**config.mk**
```make
export PLATFORM = sky130hd
export DESIGN_NAME = mem_port_arbiter
export DESIGN_NICKNAME = d
export VERILOG_FILES = /design/src/rtl/mem_port_arbiter.sv
export SDC_FILE = /design/constraint.sdc
export NUM_CORES = 1
export LEC_CHECK = 0
export ABC_CLOCK_PERIOD_IN_PS = 2000
export BUFFER_PORTS_ARGS = -buffer_cell sky130_fd_sc_hd__buf_2
export CORE_MARGIN = 4
export CORE_UTILIZATION = 49
export CTS_BUF_LIST = sky130_fd_sc_hd__clkbuf_8
export CTS_CLUSTER_DIAMETER = 30
export DETAILED_ROUTE_END_ITERATION = 16
export HOLD_SLACK_MARGIN = 0.06
export PLACE_DENSITY = 0.84
export RECOVER_POWER = 50
export SLEW_MARGIN = 20
export SYNTH_ARGS = -nofsm -noshare
export SYNTH_HDL_FRONTEND = slang
export SYNTH_SLANG_ARGS = --single-unit
```
**constraint.sdc**
```tcl
create_clock -name CLK -period 2 [get_ports CLK]
set_clock_uncertainty 0.05 [all_clocks]
set_input_delay 0.4 -clock CLK [delete_from_list [all_inputs] [get_ports CLK]]
set_output_delay 0.4 -clock CLK [all_outputs]
set_load 0.1 [all_outputs]
```
**src/rtl/mem_port_arbiter.sv**
```systemverilog
// Single-port memory arbiter for fetch and load/store; DONE/RVALID follow MEM_EN by MEM_LAT cycles.
// Backpressure: requesters hold REQ until their GNT pulse; no new request is sampled while an access is in flight.
module mem_port_arbiter #(
    parameter int AW         = 8,
    parameter int DW         = 32,
    parameter int MEM_LAT    = 2,
    parameter int STARVE_MAX = 3
) (
    input  logic          CLK,
    input  logic          RST_F,
    input  logic          IF_REQ,
    input  logic [AW-1:0] IF_ADDR,
    output logic          IF_GNT,
    output logic          IF_RVALID,
    output logic [DW-1:0] IF_RDATA,
    input  logic          D_REQ,
    input  logic          D_WE,
    input  logic [AW-1:0] D_ADDR,
    input  logic [DW-1:0] D_WDATA,
    output logic          D_GNT,
    output logic          D_DONE,
    output logic [DW-1:0] D_RDATA,
    output logic          MEM_EN,
    output logic          MEM_WE,
    output logic [AW-1:0] MEM_ADDR,
    output logic [DW-1:0] MEM_WDATA,
    input  logic [DW-1:0] MEM_RDATA,
    output logic          BUSY
);

    localparam int LW = (MEM_LAT < 1) ? 1 : $clog2(MEM_LAT + 1);
    localparam int SW = (STARVE_MAX < 1) ? 1 : $clog2(STARVE_MAX + 1);

    generate
        if (MEM_LAT < 1) begin : g_bad_lat
            $error("mem_port_arbiter: MEM_LAT must be at least 1");
        end
    endgenerate

    typedef enum logic {IDLE, WAIT} state_t;

    state_t        state_q, state_d;
    logic [LW-1:0] lat_cnt_q, lat_cnt_d;
    logic [SW-1:0] starve_cnt_q, starve_cnt_d;
    logic          win_d_q, win_d_d;
    logic          st_q, st_d;
    logic          if_gnt_q, if_gnt_d;
    logic          d_gnt_q, d_gnt_d;
    logic          mem_en_q, mem_en_d;
    logic          mem_we_q, mem_we_d;
    logic [AW-1:0] mem_addr_q, mem_addr_d;
    logic [DW-1:0] mem_wdata_q, mem_wdata_d;
    logic          if_rvalid_q, if_rvalid_d;
    logic [DW-1:0] if_rdata_q, if_rdata_d;
    logic          d_done_q, d_done_d;
    logic [DW-1:0] d_rdata_q, d_rdata_d;
    logic          busy_q, busy_d;
    logic          data_wins;

    always_comb begin
        state_d      = state_q;
        lat_cnt_d    = lat_cnt_q;
        starve_cnt_d = starve_cnt_q;
        win_d_d      = win_d_q;
        st_d         = st_q;
        if_gnt_d     = 1'b0;
        d_gnt_d      = 1'b0;
        mem_en_d     = 1'b0;
        mem_we_d     = 1'b0;
        mem_addr_d   = mem_addr_q;
        mem_wdata_d  = mem_wdata_q;
        if_rvalid_d  = 1'b0;
        if_rdata_d   = if_rdata_q;
        d_done_d     = 1'b0;
        d_rdata_d    = d_rdata_q;
        data_wins    = 1'b0;

        case (state_q)
            IDLE: begin
                if (!IF_REQ) begin
                    starve_cnt_d = '0;
                end
                if (IF_REQ || D_REQ) begin
                    // Data normally wins; a fetch that has lost STARVE_MAX times in a row is forced through.
                    data_wins   = D_REQ && !(IF_REQ && (starve_cnt_q == SW'(STARVE_MAX)));
                    win_d_d     = data_wins;
                    st_d        = data_wins && D_WE;
                    if_gnt_d    = !data_wins;
                    d_gnt_d     = data_wins;
                    mem_en_d    = 1'b1;
                    mem_we_d    = data_wins && D_WE;
                    mem_addr_d  = data_wins ? D_ADDR : IF_ADDR;
                    if (data_wins) begin
                        mem_wdata_d = D_WDATA;
                    end
                    lat_cnt_d   = LW'(MEM_LAT);
                    state_d     = WAIT;
                    if (!data_wins) begin
                        starve_cnt_d = '0;
                    end else if (IF_REQ && (starve_cnt_q != SW'(STARVE_MAX))) begin
                        starve_cnt_d = starve_cnt_q + 1'b1;
                    end
                end
            end
            WAIT: begin
                lat_cnt_d = lat_cnt_q - 1'b1;
                if (lat_cnt_q == LW'(1)) begin
                    state_d = IDLE;
                    if (win_d_q) begin
                        d_done_d = 1'b1;
                        if (!st_q) begin
                            d_rdata_d = MEM_RDATA;
                        end
                    end else begin
                        if_rvalid_d = 1'b1;
                        if_rdata_d  = MEM_RDATA;
                    end
                end
            end
            default: state_d = IDLE;
        endcase

        busy_d = (state_d != IDLE);
    end

    always_ff @(posedge CLK or negedge RST_F) begin
        if (!RST_F) begin
            state_q      <= IDLE;
            lat_cnt_q    <= '0;
            starve_cnt_q <= '0;
            win_d_q      <= 1'b0;
            st_q         <= 1'b0;
            if_gnt_q     <= 1'b0;
            d_gnt_q      <= 1'b0;
            mem_en_q     <= 1'b0;
            mem_we_q     <= 1'b0;
            mem_addr_q   <= '0;
            mem_wdata_q  <= '0;
            if_rvalid_q  <= 1'b0;
            if_rdata_q   <= '0;
            d_done_q     <= 1'b0;
            d_rdata_q    <= '0;
            busy_q       <= 1'b0;
        end else begin
            state_q      <= state_d;
            lat_cnt_q    <= lat_cnt_d;
            starve_cnt_q <= starve_cnt_d;
            win_d_q      <= win_d_d;
            st_q         <= st_d;
            if_gnt_q     <= if_gnt_d;
            d_gnt_q      <= d_gnt_d;
            mem_en_q     <= mem_en_d;
            mem_we_q     <= mem_we_d;
            mem_addr_q   <= mem_addr_d;
            mem_wdata_q  <= mem_wdata_d;
            if_rvalid_q  <= if_rvalid_d;
            if_rdata_q   <= if_rdata_d;
            d_done_q     <= d_done_d;
            d_rdata_q    <= d_rdata_d;
            busy_q       <= busy_d;
        end
    end

    assign IF_GNT    = if_gnt_q;
    assign IF_RVALID = if_rvalid_q;
    assign IF_RDATA  = if_rdata_q;
    assign D_GNT     = d_gnt_q;
    assign D_DONE    = d_done_q;
    assign D_RDATA   = d_rdata_q;
    assign MEM_EN    = mem_en_q;
    assign MEM_WE    = mem_we_q;
    assign MEM_ADDR  = mem_addr_q;
    assign MEM_WDATA = mem_wdata_q;
    assign BUSY      = busy_q;

endmodule

```
# [Word level (Yosys, flattened, before mapping)]
# Cells that the tools add are included.
[op_classes] bitwise_logic=3 mux=23 reduce_logical=11 n_eq_ne=4 add_sub_neg=2
[ops] cell="2-to-1 mux 1 bit" n=15
[ops] cell="2-to-1 mux 2 bit" n=5
[ops] cell="2-to-1 mux 8 bit" n=1
[ops] cell="AND reduction 3 bit" n=2
[ops] cell="logical AND 1 bit" n=4
[ops] cell="!= test 2 bit, second input constant" n=2
[ops] cell="case mux 2 bit (2 select lines)" n=1
[ops] cell="AND reduction 4 bit" n=1
[ops] cell="inverter 1 bit" n=3
[ops] cell="adder 2 x 1 -> 2 bit, second input constant" n=1
[ops] cell="== test 2 x 1 -> 1 bit, second input constant" n=1
[ops] cell="== test 2 bit, second input constant" n=1
[ops] cell="zero test 1 bit" n=2
[ops] cell="case mux 1 bit (2 select lines)" n=1
[ops] cell="AND reduction 2 bit" n=1
[ops] cell="subtractor 2 x 1 -> 2 bit, second input constant" n=1
[ops] cell="logical OR 1 bit" n=1
[word_totals] reg_bits=117 out_inout_bits=111

# [Logic depth before layout (Yosys ltp)]
# Gate-level depths: netlist of run 1.
[depth] word_depth=7 ltp_mapped=7 depth_no_buf=5

# [Worst setup path after synthesis of run 1]
# OpenSTA, ideal clock, no wires.
[synth_path] path_kind="register to register" from="register BUSY (netlist name)" to="register mem_wdata_q[10] (netlist: MEM_WDATA[10])" stages_incl_launch_ff=5 t_arrival_ns=1.923 setup_ns=0.125 synth_period_minus_slack_ns=2.099 required_ns=1.825 slack_ns=-0.099 cell_sequence="dfrtp_1 > buf_4 > a211oi_4 > buf_6 > mux2_2"
[synth_rtl] element="to (signal assigned)" line_no="155" text="mem_wdata_q <= mem_wdata_d;"
[synth_rtl] element="to (decl)" line_no="52" text="logic [DW-1:0] mem_wdata_q, mem_wdata_d;"

# [Final worst setup path of run 1]
[layout_path] from="register busy_q (netlist: BUSY)" to="output port BUSY"
[layout_rtl] element="from (decl)" line_no="57" text="logic busy_q, busy_d;"
[layout_rtl] element="from (signal assigned)" line_no="160" text="busy_q <= busy_d;"
[layout_rtl] element="to (decl)" line_no="28" text="output logic BUSY"
# No word-level cell between the ends.

==> results of run 1 <==
## kinds of logic after synthesis
| logic type | Yosys count |
|---|---|
| muxes | 97 |
| adders and majority gates | 2 |
| DFF | 117 |
| AOI/OAI and AO/OA | 16 |
| and+or+nand+nor | 19 |
| buffers and inverters | 19 |
## metal layers
| layer | vias to the layer above | routed length, um |
|---|---|---|
| li1 | 1391 | - |
| met1 | 1496 | 3560 |
| met2 | 112 | 5520 |
| met3 | 13 | 727 |
| met4 | 0 | 165 |
| met5 | - | 0 |
## cells in the mapped netlist (3+ instances only)
library cell and n:
a221o_1 8, mux2_2 95, buf_4 5, nor2b_1 3, buf_6 3, and2_1 9, inv_1 5, dfrtp_1 117
buf_2 4
## path summary, 6_finish.rpt
kind                                                   from                   endpoint  slack, ps
worst max-delay path                         BUSY$_DFF_PN0_                       BUSY        150
worst min-delay path                             D_WDATA[6]   MEM_WDATA[6]$_DFFE_PN0P_        170
worst max register to register  starve_cnt_q[0]$_DFFE_PN0N_  MEM_WDATA[14]$_DFFE_PN0P_        190
worst min register to register       D_RDATA[6]$_DFFE_PN0P_     D_RDATA[6]$_DFFE_PN0P_        440
max in group asynchronous                             RST_F   IF_RDATA[21]$_DFFE_PN0P_        280
min in group asynchronous                             RST_F  MEM_WDATA[31]$_DFFE_PN0P_        630
## registers in the layout (all words and copies together) (netlist names), 2 cells and up
| signal | cells |
|---|---|
| IF_RDATA | 32 |
| MEM_ADDR | 8 |
| D_RDATA | 32 |
| MEM_WDATA | 32 |
| starve_cnt_q | 2 |
| lat_cnt_q | 2 |
## cell type report
cell class	count	area, sq um	area share (%)
Sequential cell	117	2930	49.0
Inverter	5	18.8	0.314
Multi-Input combinational cell	134	1380	23.1
Timing Repair Buffer	206	1100	18.4
Clock inverter	15	181	3.03
Clock buffer	17	234	3.91
Tap cell	108	135	2.26
## through the flow
stage | hold WS (ps) | worst slack (ps) | cells
final | 167 | 150 | 602
after global routing | 126 | 67.6 | 602
after CTS | 141 | 125 | 602
after detailed placement | 366 | 188 | 569
after global placement | 357 | 252 | 569
after floorplan | 54.4 | 121 | 270
==> impl_metrics.csv, run 1 <==
group,metric,value,unit
final_layout,layout_commonest_cell,"buf_2",
die,top_level_ports,196,
yosys,async_flop_share,100,%
global_route,antenna_found_initial,0,
sta,rsz0062_at_grt,"no",
detailed_routing,drt-total-wl,9970,um
global_route,busiest_layer,"met2",
detailed_routing,ant_nets,0,
yosys,syn_nets,357,
detailed_routing,drt_iter0_markers,44,
yosys,synth_edf_count,0,
final_layout,final_area,5980,sq um
sta,hold_viol,0,
final_layout,layout-drive-gt1-share,67.0,%
final_layout,diodes,0,
critical_path,path_buf_inv,1,
global_route,gr-usage-met3,6.22,%
critical_path,crit_path_end_kind,"output port",
clock_network,cts_buffers,17,
final_layout,synthToLayoutAreaGrowth,35.2,%
place,dpl.hpwl,7350,um
yosys,synth_ff_type,"dfrtp_1",
yosys,synthSimpleGateAreaFrac,2.57,%
critical_path,crit_required,1550,ps
critical_path,crit_chain,"buf_2",
clock_network,clkLatencyLatePin,400,ps
global_route,grt_pass1_wl,15600,um
final_layout,nFillCells,662,
detailed_routing,vias,3012,
global_route,met1_usage,19.7,%
detailed_routing,drc_errors,0,
min_path,hold_depth,2,
global_route,grt_max_degree,39,
critical_path,cpPeakStageDelay,510,ps
die,fp.dieW,103,um
final_layout,layout_common_cells,"192 x buf_2, 116 x dfrtp_1, 95 x mux2_2",
job,cap_violations,0,
final_layout,num-nets-final,568,
yosys,avgSynthCellArea,16.4,sq um
critical_path,path_depth,1,
die,start_util,50.5,%
yosys,synth_top_cell_by_area,"dfrtp_1",
sta,setup_tns,0,ps
critical_path,worst_setup_path_start_kind,"flop",
critical_path,path_class,"flop to output port",
yosys,synth.area.top_cells,"dfrtp_1 66%, mux2_2 24%, a221o_1 1.8%",
yosys,ys_types,25,
critical_path,worstPathArrival,1400,ps
global_route,track_usage,19.2,%
place,placed_cell_area,5580,sq um
yosys,synthAdderAreaFrac,0.565,%
critical_path,cp_max_fo,13,
clock_network,cts.sinks,117,
sta,slew_violations,0,
clock_network,cts_root_buf,"clkbuf_8",
yosys,synth_mux_area_share,24.7,%
clock_network,cts_hold_buf,1,
detailed_routing,viasPerCell,5.00,
critical_path,critPathTopFamily,"flip-flops",
clock_network,post_cts_resized,0,
clock_network,h-tree-depth,4,
place,place_congestion,0.743,
run_status,outcome,"completed",
die,core_area,8760,sq um
sta,tightest_slew,1010,ps
yosys,synth_area,4430,sq um
global_route,grt_pass1_vias,3315,
clock_network,post-cts-setup-buffer-count,0,
detailed_routing,first_pass_iters,3,
yosys,yosys_register_bits,117,
detailed_routing,routedWlPerCell,16.6,um
final_layout,final_util,68.3,%
die,rows,34,
global_route,grtUsageMet2,36.7,%
yosys,synth_top_area_share,66.2,%
sta,fmax,541,MHz
clock_network,cts_tree,"done",
global_route,grt_overflow,0,
min_path,hold_class,"primary input to flop",
yosys,synth_compound_area_share,3.36,%
critical_path,critPathSlowestCell,"dfrtp_2",
sta,fin_crit_sh,92.5,%
critical_path,r2r_cells,4,
place,port_buffers,195,
yosys,synthCells,270,
clock_network,path_clk_slew,80,ps
yosys,ys_seq_area_share,66.2,%
sta,setup_violations,0,
yosys,synthXorXnorAreaFrac,0,%
sta,fin_crit,1850,ps
clock_network,clock_path_buffers,2,
die,die-area,10600,sq um
sta,relSlewSlack,32.7,%
yosys,synth_top_family_by_area,"multiplexers",
yosys,yosysWarningCount,0,
die,die_h,103,um
Power of run 1 is not shown: default switching activity piles up to over one toggle a cycle in this logic, so the estimate is an artifact.
==> run 2, diff against run 1 <==
RECOVER_POWER = 100   (was 50)
==> run 2 against run 1 <==
Effect of this change: die area is the same; global-route usage unchanged; sequential share of layout area rose by 0.12 points; via count about the same; non-clock buffer count stayed put; setup slack worse by 31 ps; final area shrank 0.25%; final cell count is the same; register-to-register slack got worse by 50 ps; wire length down 0.35%.
==> impl_metrics.csv, run 2 (synthesis results as in run 1) <==
group,metric,value,unit
clock_network,cts.sinks,117,
clock_network,clock_path_buffers,2,
global_route,grt_overflow,0,
sta,rsz0062_at_grt,"no",
final_layout,num-nets-final,568,
place,dpl.hpwl,7350,um
sta,fin_crit_sh,94.0,%
clock_network,path_clk_slew,80,ps
clock_network,cts_hold_buf,1,
clock_network,cts_tree,"done",
global_route,grt_max_degree,39,
detailed_routing,first_pass_iters,4,
global_route,track_usage,19.2,%
die,rows,34,
final_layout,layout_commonest_cell,"dfrtp_1",
critical_path,cpPeakStageDelay,510,ps
critical_path,crit_chain,"clkbuf_2",
sta,relSlewSlack,32.7,%
critical_path,critPathSlowestCell,"dfrtp_2",
detailed_routing,drt-total-wl,9940,um
sta,setup_tns,0,ps
die,top_level_ports,196,
clock_network,post_cts_resized,0,
sta,tightest_slew,1010,ps
die,start_util,50.5,%
final_layout,layout_common_cells,"116 x dfrtp_1, 113 x clkbuf_2, 95 x mux2_2",
die,fp.dieW,103,um
detailed_routing,ant_nets,0,
detailed_routing,drt_iter0_markers,49,
detailed_routing,routedWlPerCell,16.5,um
clock_network,cts_root_buf,"clkbuf_8",
place,port_buffers,195,
global_route,grt_pass1_wl,15600,um
critical_path,path_class,"flop to output port",
sta,fmax,532,MHz
detailed_routing,drc_errors,0,
global_route,antenna_found_initial,0,
clock_network,h-tree-depth,4,
final_layout,synthToLayoutAreaGrowth,34.8,%
clock_network,clkLatencyLatePin,400,ps
clock_network,post-cts-setup-buffer-count,0,
critical_path,crit_required,1550,ps
min_path,hold_class,"primary input to flop",
place,place_congestion,0.743,
critical_path,cp_max_fo,13,
detailed_routing,vias,3015,
detailed_routing,viasPerCell,5.01,
global_route,grt_pass1_vias,3315,
critical_path,path_buf_inv,1,
die,die_h,103,um
sta,setup_violations,0,
critical_path,worstPathArrival,1430,ps
sta,slew_violations,0,
sta,fin_crit,1880,ps
clock_network,cts_buffers,17,
critical_path,worst_setup_path_start_kind,"flop",
die,core_area,8760,sq um
final_layout,layout-drive-gt1-share,67.0,%
job,cap_violations,0,
final_layout,diodes,0,
run_status,outcome,"completed",
sta,hold_viol,0,
critical_path,crit_path_end_kind,"output port",
critical_path,critPathTopFamily,"flip-flops",
place,placed_cell_area,5580,sq um
die,die-area,10600,sq um
final_layout,final_area,5970,sq um
run 2: per-layer routing:
layer  up-vias  track usage [%]  wire [um]
met1      1491             19.7       3570
li1       1397                -          -
met3        13             6.22        717
met4         0             5.98        165
met2       114             36.7       5480
met5         -                0          0
run 2: through the flow:
| step | instances | utilization [%] | hold WS (ps) | setup WS (ps) |
|---|---|---|---|---|
| final | 602 | 68.1 | 167 | 119 |
| after floorplan | 270 | - | 54.4 | 121 |
| after CTS | 602 | 68.5 | 141 | 125 |
| after global placement | 569 | 63.7 | 357 | 252 |
| after detailed placement | 569 | 63.7 | 366 | 188 |
| after global routing | 602 | 68.1 | 126 | 48.3 |
run 2: cell type report:
cell class	count	area, sq um
clock inverter	15	181
multi-input combinational	134	1380
inverter	5	18.8
timing repair buffer	206	1090
sequential	117	2930
fill	662	2800
tap	108	135
clock buffer	17	234
run 2: final timing paths:
check                                                  to  slack (ps)                         from  depth (start not counted)
worst min register to register     D_RDATA[6]$_DFFE_PN0P_         450       D_RDATA[6]$_DFFE_PN0P_                          1
worst max-delay path                                 BUSY         120               BUSY$_DFF_PN0_                          1
min in group asynchronous       MEM_WDATA[31]$_DFFE_PN0P_         630                        RST_F                          2
worst max register to register   MEM_WDATA[0]$_DFFE_PN0P_         140  starve_cnt_q[0]$_DFFE_PN0N_                          4
max in group asynchronous        IF_RDATA[21]$_DFFE_PN0P_         280                        RST_F                          3
worst min-delay path             MEM_WDATA[6]$_DFFE_PN0P_         170                   D_WDATA[6]                          2
Power of run 2 is left out for the same reason.
